==> src/rtl/scroll_message_source.sv <==
// scroll_message_source: message column ROM scrolled into a 5x7 window; optional blank gap via SCROLL_MSG_GAP_EN
module scroll_message_source #(
  parameter int MSG_LEN = 16,
  parameter int ROWS = 5,
  parameter int COLS = 7
) (
  input  logic        CLK,
  input  logic        RST,
  input  logic        step_en,
  input  logic        ch0,
  input  logic        ch1,
  output logic [34:0] win,
  output logic [5:0]  pos,
  output logic        wrap,
  output logic [1:0]  state_o
);
`ifdef SCROLL_MSG_GAP_EN
  localparam int L = MSG_LEN + 7;
`else
  localparam int L = MSG_LEN;
`endif
  localparam logic [6:0] L7 = 7'(L);
  localparam logic [5:0] LAST = 6'(L - 1);
  localparam logic [1:0] IDLE = 2'd0;
  localparam logic [1:0] SHOW = 2'd1;
  localparam logic [1:0] SCR_L = 2'd2;
  localparam logic [1:0] SCR_R = 2'd3;

  if (MSG_LEN < COLS || L > 64 || ROWS != 5 || COLS != 7) begin : g_bad_len
    $error("scroll_message_source: MSG_LEN out of supported range");
  end

  logic [1:0]  sync_q, m_q;
  logic [1:0]  state_q, state_d;
  logic [5:0]  pos_q, pos_d;
  logic        wrap_q, wrap_d;
  logic [34:0] win_q, win_d;

  function automatic logic [4:0] rom(input logic [6:0] i);
    logic [4:0] p;
    case (i[3:0])
      4'd0:  p = 5'h1F;
      4'd1:  p = 5'h04;
      4'd2:  p = 5'h1F;
      4'd3:  p = 5'h01;
      4'd4:  p = 5'h11;
      4'd5:  p = 5'h1F;
      4'd6:  p = 5'h11;
      4'd7:  p = 5'h02;
      4'd8:  p = 5'h17;
      4'd9:  p = 5'h08;
      4'd10: p = 5'h0E;
      4'd11: p = 5'h11;
      4'd12: p = 5'h11;
      4'd13: p = 5'h0E;
      4'd14: p = 5'h15;
      default: p = 5'h0A;
    endcase
    return (i < 7'(MSG_LEN)) ? p : 5'd0;
  endfunction

  function automatic logic [34:0] window(input logic [5:0] p);
    logic [34:0] w;
    logic [6:0]  i;
    logic [4:0]  col;
    w = '0;
    for (int c = 0; c < 7; c++) begin
      i = {1'b0, p} + 7'(c);
      i = (i >= L7) ? i - L7 : i;
      col = rom(i);
      for (int r = 0; r < 5; r++) w[r*7+c] = col[r];
    end
    return w;
  endfunction

  // step-gated mode transitions and modular position update
  always_comb begin
    state_d = state_q;
    pos_d = pos_q;
    wrap_d = 1'b0;
    if (step_en) begin
      state_d = (m_q == 2'b11) ? IDLE : (m_q == 2'b00) ? SHOW : (m_q == 2'b01) ? SCR_L : SCR_R;
      pos_d = (state_d == IDLE) ? 6'd0 :
              (state_d == SCR_L) ? ((pos_q == LAST) ? 6'd0 : pos_q + 6'd1) :
              (state_d == SCR_R) ? ((pos_q == 6'd0) ? LAST : pos_q - 6'd1) : pos_q;
      wrap_d = (state_d == SCR_L && pos_q == LAST) || (state_d == SCR_R && pos_q == 6'd0);
    end
  end

  // window follows the registered position, blank while idle
  always_comb begin
    win_d = (state_q == IDLE) ? 35'd0 : window(pos_q);
  end

  // switch synchroniser plus state, position, wrap and window registers
  always_ff @(posedge CLK) begin
    if (RST) begin
      sync_q <= '0;
      m_q <= '0;
      state_q <= IDLE;
      pos_q <= '0;
      wrap_q <= 1'b0;
      win_q <= '0;
    end else begin
      sync_q <= {ch1, ch0};
      m_q <= sync_q;
      state_q <= state_d;
      pos_q <= pos_d;
      wrap_q <= wrap_d;
      win_q <= win_d;
    end
  end

  assign win = win_q;
  assign pos = pos_q;
  assign wrap = wrap_q;
  assign state_o = state_q;
endmodule

==> config.mk <==
export PLATFORM = sky130hd
export DESIGN_NAME = scroll_message_source
export DESIGN_NICKNAME = d
export VERILOG_FILES = /design/src/rtl/scroll_message_source.sv
export SDC_FILE = /design/constraint.sdc
export NUM_CORES = 1
export LEC_CHECK = 0
export BUFFER_PORTS_ARGS = -buffer_cell sky130_fd_sc_hd__buf_4
export CORE_ASPECT_RATIO = 0.6
export CORE_MARGIN = 2
export CORE_UTILIZATION = 35
export DETAILED_ROUTE_END_ITERATION = 10
export GPL_ROUTABILITY_DRIVEN = 0
export PLACE_DENSITY = 0.63
export REMOVE_ABC_BUFFERS = 1
export SYNTH_ARGS = -nofsm -noshare
export SYNTH_HDL_FRONTEND = slang
export SYNTH_SLANG_ARGS = --single-unit
==> constraint.sdc <==
create_clock -name CLK -period 5.07 [get_ports CLK]
set_clock_uncertainty 0.1 [all_clocks]
set_input_delay 1.014 -clock CLK [delete_from_list [all_inputs] [get_ports CLK]]
set_output_delay 1.014 -clock CLK [all_outputs]
set_load 0.02 [all_outputs]
==> results list, run 1 <==
- Cell type contributing the most total cell area after synthesis: sky130_fd_sc_hd__dfxtp_1
- Of all nets on the critical path, the largest fanout is 21.
- The setup path with the least slack is of type reg2reg.
- Number of max-cap violations: 0
- Overflow left after global routing: 0
- Worst-skew pair later-pin latency: 0.30 ns
* Number of standard-cell rows in the floorplan: 28
- CTS hold repair buffers: 0
- The finished layout holds 591 standard cells, fillers aside.
- DP Worst Slack: 1.676 ns
- Cell count after synthesis: ~430
- Post-synth design cell area: 0.003545 mm2
- For the worst setup path, the data required time is 5.18 ns.
- Chip width: 133.9 um
- Resize count post-CTS: 0
- Floorplan Core Area: 0.009844 mm2
- The synthesized design contains 0 enable-type register cells.
* DRC violation total after the first TritonRoute iteration: 368
* Overall Global Routing Usage: 0.1811
* Crit path launch type: flop
* Top-Level Pins: roughly 50
- Of the synthesized area, sequential elements account for 0.2711.
- Counting distinct cell types in the post-synthesis netlist gives 63.
- Setup repair after global routing left no endpoint under its margin.
- The cell sitting at the root of the clock tree is a sky130_fd_sc_hd__clkbuf_16.
- At the pin with the least slew margin, the transition time is 0.9159 ns.
- Worst-case headroom to the max-slew limit: 0.3886
- STA puts the critical path data arrival time at 3.59 ns.
* Total setup violations reported at the end of the flow: 0
- Clk buf depth: 2
- Share of flip-flops with an asynchronous set or reset after synthesis: 0
- The worst hold path belongs to the class reg2reg.
* #FFs+latches synth: 48
* Height of the die: about 82 um
- Endpoint type of the worst setup path: flop
- Derived from the worst setup path, the maximum achievable clock frequency is 287.2 MHz.
* Biggest area contributors in the synthesized netlist: sky130_fd_sc_hd__dfxtp_1 (27%), sky130_fd_sc_hd__ha_1 (12%), sky130_fd_sc_hd__nor2_1 (5.4%)
- Cts bufs inserted: 5
* Lkg Pwr: roughly 1.7 nW
- Of the available clock period, the critical path in the final layout requires 0.6869.
- PnR Total Power: 1.073 mW
- The first global-routing pass estimated 15.55 mm of wire.
- The repair_antennas step left the layout with diodes totalling 0.
* Layout cell share with drive strength beyond 1: 0.1930
- Mean post-synth cell area: 8.224 um2
- Vias in the first global route: roughly 2.8k
- Placed Area: 0.003936 mm2
* Sum of routed wire length over all layers: 9.521 mm
- The flow ran to the end, and the final reports show no timing, DRC or antenna violations.
- DR vias/cell: 5.437
- Buffers inserted by post-CTS timing repair: 0
- Yosys printed 0 warnings.
- Number of H-tree levels: 2
* # nets final: 496
- Share of Yosys cell area claimed by the top area cell type: 0.2711
* Drc violations: 0
- Final design instance area without fill: 0.004091 mm2
* Starting utilization of the core area: 0.3601
- Dividing the detail-routed wire length by the instance count gives around 16 um.
- The final count of pins violating max slew is 0.
- Layout overhead on the synthesized area: 15.43%
* Number of iterations in the first detailed-routing pass: 5
- Post-synth top flop: sky130_fd_sc_hd__dfxtp_1
- Clock transition at the registers of the reported paths: 0.06 ns
- Setup total negative slack: 0 ns
- In this run, placement finished with an instance count of approximately 600.
- Antenna violations before repair: 0
- Detailed routing inserted a total of 3,213 vias.
* Port Buffers: 48
* Clock tree from TritonCTS: built
- Final hold viol count: 0
- Dividing total power by cell area gives a power density of 262.4 mW/mm2.
* Area of the die: 0.01097 mm2
* Clock Sink Count: 48
- Once detailed placement completed, the half-perimeter wirelength came to roughly 6.7 mm.
- Largest net degree at the start of global routing: 42
- Cell types with the highest counts after synthesis: sky130_fd_sc_hd__nor2_1 (51), sky130_fd_sc_hd__dfxtp_1 (48), sky130_fd_sc_hd__a21oi_1 (36)
* Antenna violation net count after detailed routing: 0
- Setup slack of the critical path after layout: 1.588 ns
* Most common cell in the netlist: sky130_fd_sc_hd__nor2_1
* Tmin final: around 3.5 ns
- Maximum resistive drop on vdd: 118.4 uV
- Fillcell total: 1,014
==> metrics by stage <==
stage	utilization	hold slack, ns
6_report	0.4156	0.3368
5_1_grt	0.4156	0.3637
4_1_cts	0.4156	0.3391
3_5_place_dp	0.3998	0.3235
3_3_place_gp	0.3998	0.3197
2_1_floorplan	-	0.3138
==> state kept, by name (all words and copies together), names as in the netlist <==
register,cells
m_q,2
pos,6
state_o,2
sync_q,2
win,35
wrap,1
==> per-layer routing <==
layer	share of wire	wire length, um	vias up	track usage
li1	-	-	1563	-
met1	0.52	4996	1509	0.2865
met2	0.39	3688	133	0.2405
met3	0.080	759	8	0.04259
met4	0.0081	77	0	0.03511
met5	0	0	-	0
==> worst max-delay path, cell delays in order (launching register included) <==
cell and delay (ns):
sky130_fd_sc_hd__dfxtp_1 0.91, sky130_fd_sc_hd__inv_1 0.38, sky130_fd_sc_hd__ha_1 0.50, sky130_fd_sc_hd__nor2b_1 0.27
sky130_fd_sc_hd__xnor2_1 0.21, sky130_fd_sc_hd__inv_1 0.08, sky130_fd_sc_hd__ha_1 0.28, sky130_fd_sc_hd__nor4_1 0.33
sky130_fd_sc_hd__a21oi_2 0.13, sky130_fd_sc_hd__a21oi_1 0.20
==> path summary, 6_finish.rpt <==
| kind | from | end | slack [ns] | cells after the start |
|---|---|---|---|---|
| max | pos[1] | win[24] | 1.59 | 9 |
| min | sync_q[1] | m_q[1] | 0.34 | 1 |
| min reg2reg | sync_q[1] | m_q[1] | 0.34 | 1 |
| max reg2reg | pos[1] | win[24] | 1.59 | 9 |
==> cell families after synthesis <==
| family | Yosys count | share of synthesized area |
|---|---|---|
| adder cells (fa/ha/maj) | 34 | 0.1200 |
| AO/OA/AOI/OAI | 118 | 0.2351 |
| flip-flops | 48 | 0.2711 |
| multiplexers | 9 | 0.03353 |
| buffers and inverters | 50 | 0.06636 |
| XOR/XNOR | 31 | 0.08825 |
| AND/OR/NAND/NOR | 141 | 0.1857 |
==> power by group <==
part           internal, mW  switching, mW
sequential            0.401         0.0164
clock                 0.227          0.141
combinational         0.112          0.176
total                 0.740          0.333
==> layout by cell type (no fill, tap or decap), types with 7 or more instances in the layout <==
cell	count
sky130_fd_sc_hd__nand2b_1	8
sky130_fd_sc_hd__nor4_1	7
sky130_fd_sc_hd__nor2_1	51
sky130_fd_sc_hd__nand2_1	35
sky130_fd_sc_hd__xor2_1	9
sky130_fd_sc_hd__a21oi_1	36
sky130_fd_sc_hd__o21ai_0	21
sky130_fd_sc_hd__a211oi_1	7
sky130_fd_sc_hd__inv_1	15
sky130_fd_sc_hd__nor2b_1	9
sky130_fd_sc_hd__xnor2_1	18
sky130_fd_sc_hd__dfxtp_1	48
sky130_fd_sc_hd__nand3_1	7
sky130_fd_sc_hd__buf_4	53
sky130_fd_sc_hd__ha_1	34
sky130_fd_sc_hd__nor3_1	7
==> area by class of cell <==
class	count	area, um2	area share
Clock inverter	1	30.03	0.007339
Tap cell	135	168.9	0.04128
Clock buffer	5	125.1	0.03058
Timing Repair Buffer	53	397.9	0.09725
Sequential cell	48	960.9	0.2349
Multi-Input combinational cell	333	2349	0.5740
Inverter	16	60.06	0.01468
No activity file was read; power rests on OpenSTA's default activity.
==> run 2, diff against run 1 <==
- PLACE_DENSITY: 0.63 -> 0.65
- clock period: 5.07 -> 3 ns (I/O delays scaled with it)
==> results list, run 2 (same netlist as run 1, synthesis figures left out) <==
- The run finished with clean final reports.
* Final-layout worst hold slack: 0.3339 ns
- Leaving out fill and tap cells, the most frequent cells in the layout are sky130_fd_sc_hd__buf_4 (67), sky130_fd_sc_hd__nor2_1 (51), sky130_fd_sc_hd__dfxtp_1 (48), sky130_fd_sc_hd__a21oi_1 (36), sky130_fd_sc_hd__nand2_1 (35).
- Lkg Pwr: 1.727 nW
- In this run, CTS created clock tree buffers numbering 5.
- Clock-pin slew was measured on the worst setup and hold paths at 0.07 ns.
- Number of H-tree levels: 2
* Timing-limited maximum frequency: 360.0 MHz
- Counting along the longest clock path gives a buffer depth of 2.
- For this configuration, the core starts out at a cell density of 0.3601.
* Worst-case headroom to the max-slew limit: 0.6072
- Setup violations remaining at the end of the flow were counted as 0.
* Layout overhead on the synthesized area: 18.39%
- Final Non-Filler Cells: between 600 and 700
- The worst-case IR drop observed on VDD is 215.2 uV.
* Setup total negative slack: 0 ns
- Number of flip-flops under the largest register name: 35
- Row generation in the floorplan step produced 28 rows.
* Placed Area: 0.004041 mm2
* Min-Delay Path Class: reg2reg
- Number of iterations in the first detailed-routing pass: 7
* Cells traversed along the worst timing path: buf_4, ha_2, nand2_2, xor2_1, inv_1, ha_1, nor4_1, a31oi_2, a2111oi_2
- In this run the standard cell core region covers around 0.01 mm2.
- Across the run, the number of max-cap violations was 0.
* Crit Path Class: reg2reg
* Commonest non-fill, non-tap cell in the layout: sky130_fd_sc_hd__buf_4
* Largest net degree at the start of global routing: 29
- STA puts the critical path data required time at 3.09 ns.
* Final hold viol count: 0
* Largest fanout on the critical path: 9
- In this run the most critical hold path is launched from sync_q[1].
* DR WL/cell: 15.77 um
* CTS hold repair buffers: 0
* Final Util: 0.4263
- Overflow left after global routing: 0
- WHS Path Cells: 1
- Hold Path Sink: m_q[1]
* Top-Level Pins: 49
* Tmin final: 2.778 ns
* DP Worst Slack: 0.1674 ns
- Overall Global Routing Usage: 0.1863
- The floorplan step set the die width to 133.9 um.
- Root cell of the clock tree: sky130_fd_sc_hd__clkbuf_16
* Clock tree from TritonCTS: built
- The largest individual stage delay along the critical path comes from the cell sky130_fd_sc_hd__dfxtp_1.
- Arrival time of data at the critical path endpoint: approximately 2.9 ns
- Using the TritonRoute via totals, the vias-per-cell ratio works out to 5.311.
* PnR Total Power: roughly 1.8 mW
* Antenna violations before repair: 0
- Unrepaired setup endpoints after global routing: true
- The net count of the finished layout is 510.
- Slowest Stage Delay on Critical Path: 0.42 ns
- Of the available clock period, the critical path in the final layout requires 0.9260.
- Worst-skew pair later-pin latency: 0.30 ns
- Pins over their slew limit: 0
- Counting the fill cells in the layout gives just under 1k.
- The number of antenna diodes in the final layout is 0.
- Height of the die: 81.95 um
* Global-route wire length before repair: 16.12 mm
- For this run, design rule violations remaining after detail routing come to 0.
* DRC violation total after the first TritonRoute iteration: approximately 290
- The finished cells cover 0.004197 mm2.
* Area of the die: ~0.011 mm2
- In this run the critical register-to-register path is captured at win[22].
* Port Buffers: 48
- Power density of the placed cells: 425.3 mW/mm2
- In the post-route analysis, the smallest setup slack over all paths is 0.2220 ns.
* Endpoint type of the worst setup path: flop
- The number of global-route vias before repair came to ~3.1k.
* Count of cells along the worst register-to-register path: 9
- Crit path launch type: flop
- Clock Sink Count: 48
* Layout cell share with drive strength beyond 1: 0.2225
- The routed layout has 3,224 vias.
- At the pin with the least slew margin, the transition time is 0.5849 ns.
- Antenna violation net count after detailed routing: 0
- Setup slack on the worst reg-to-reg path comes out at 0.22 ns.
* Sum of routed wire length over all layers: approximately 9.6 mm
- Post-detailed-placement half-perimeter wirelength: 7.103 mm
* Startpoint of the most critical register-to-register path: pos[2]
- Placed cell count: around 600
run 2: cell count changes in the layout (fill, tap and decap cells not counted):
| cell | change |
|---|---|
| sky130_fd_sc_hd__ha_1 | -2 |
| sky130_fd_sc_hd__buf_4 | +14 |
| sky130_fd_sc_hd__ha_2 | +2 |
| sky130_fd_sc_hd__clkinvlp_4 | +1 |
| sky130_fd_sc_hd__bufinv_16 | -1 |
| sky130_fd_sc_hd__clkbuf_1 | +1 |
| sky130_fd_sc_hd__clkbuf_8 | +1 |
run 2: area by class of cell:
cell class,instances,area (um2),share of cell area
clock buffers,7,142.6,0.03399
inverters,16,60.06,0.01431
well taps,135,168.9,0.04025
flip-flops and latches,48,960.9,0.2290
multi-input cells,333,2354,0.5608
repair buffers,67,503.0,0.1199
clock inverters,1,7.507,0.001789
run 2: worst max-delay path by stage:
stage	startpoint	to	slack (ns)
floorplan	pos[0]	win[3]	-0.93
global placement	pos[2]	win[33]	0.34
detailed placement	pos[2]	win[33]	0.17
CTS	pos[2]	win[33]	0.14
global route	pos[2]	win[33]	-0.005
finish	pos[2]	win[22]	0.22
run 2: metal layers:
layer  vias to the layer above  wire length [um]  global-route usage
met4                         0               114             0.05745
met5                         -                 0                   0
met2                       116              3894              0.2718
met3                        13               650             0.04691
met1                      1501              4912              0.2679
li1                       1594                 -                   -
run 2: repair_timing:
action                                 4_1_cts  5_1_grt
setup endpoints to repair                    0        4
resized for setup                            0        2
setup buffers                                0        0
endpoints found under the hold margin        0        0
run 2: report_power, final:
part / total (mW) / switching [mW] / internal, mW / leakage, nW
logic: 0.511 / 0.311 / 0.200 / 1.26
clock network: 0.579 / 0.246 / 0.332 / 0.0701
registers: 0.695 / 0.0177 / 0.678 / 0.393
total: 1.78 / 0.575 / 1.21 / 1.73
run 2: critical path, delay by kind of cell, from the launching register on:
| family | cells | cell delay [ns] |
|---|---|---|
| fa+ha+maj | 2 | 0.62 |
| buf+inv | 2 | 0.29 |
| flops | 1 | 0.42 |
| compound gates | 2 | 0.46 |
| xor+xnor | 1 | 0.34 |
| simple gates | 2 | 0.46 |
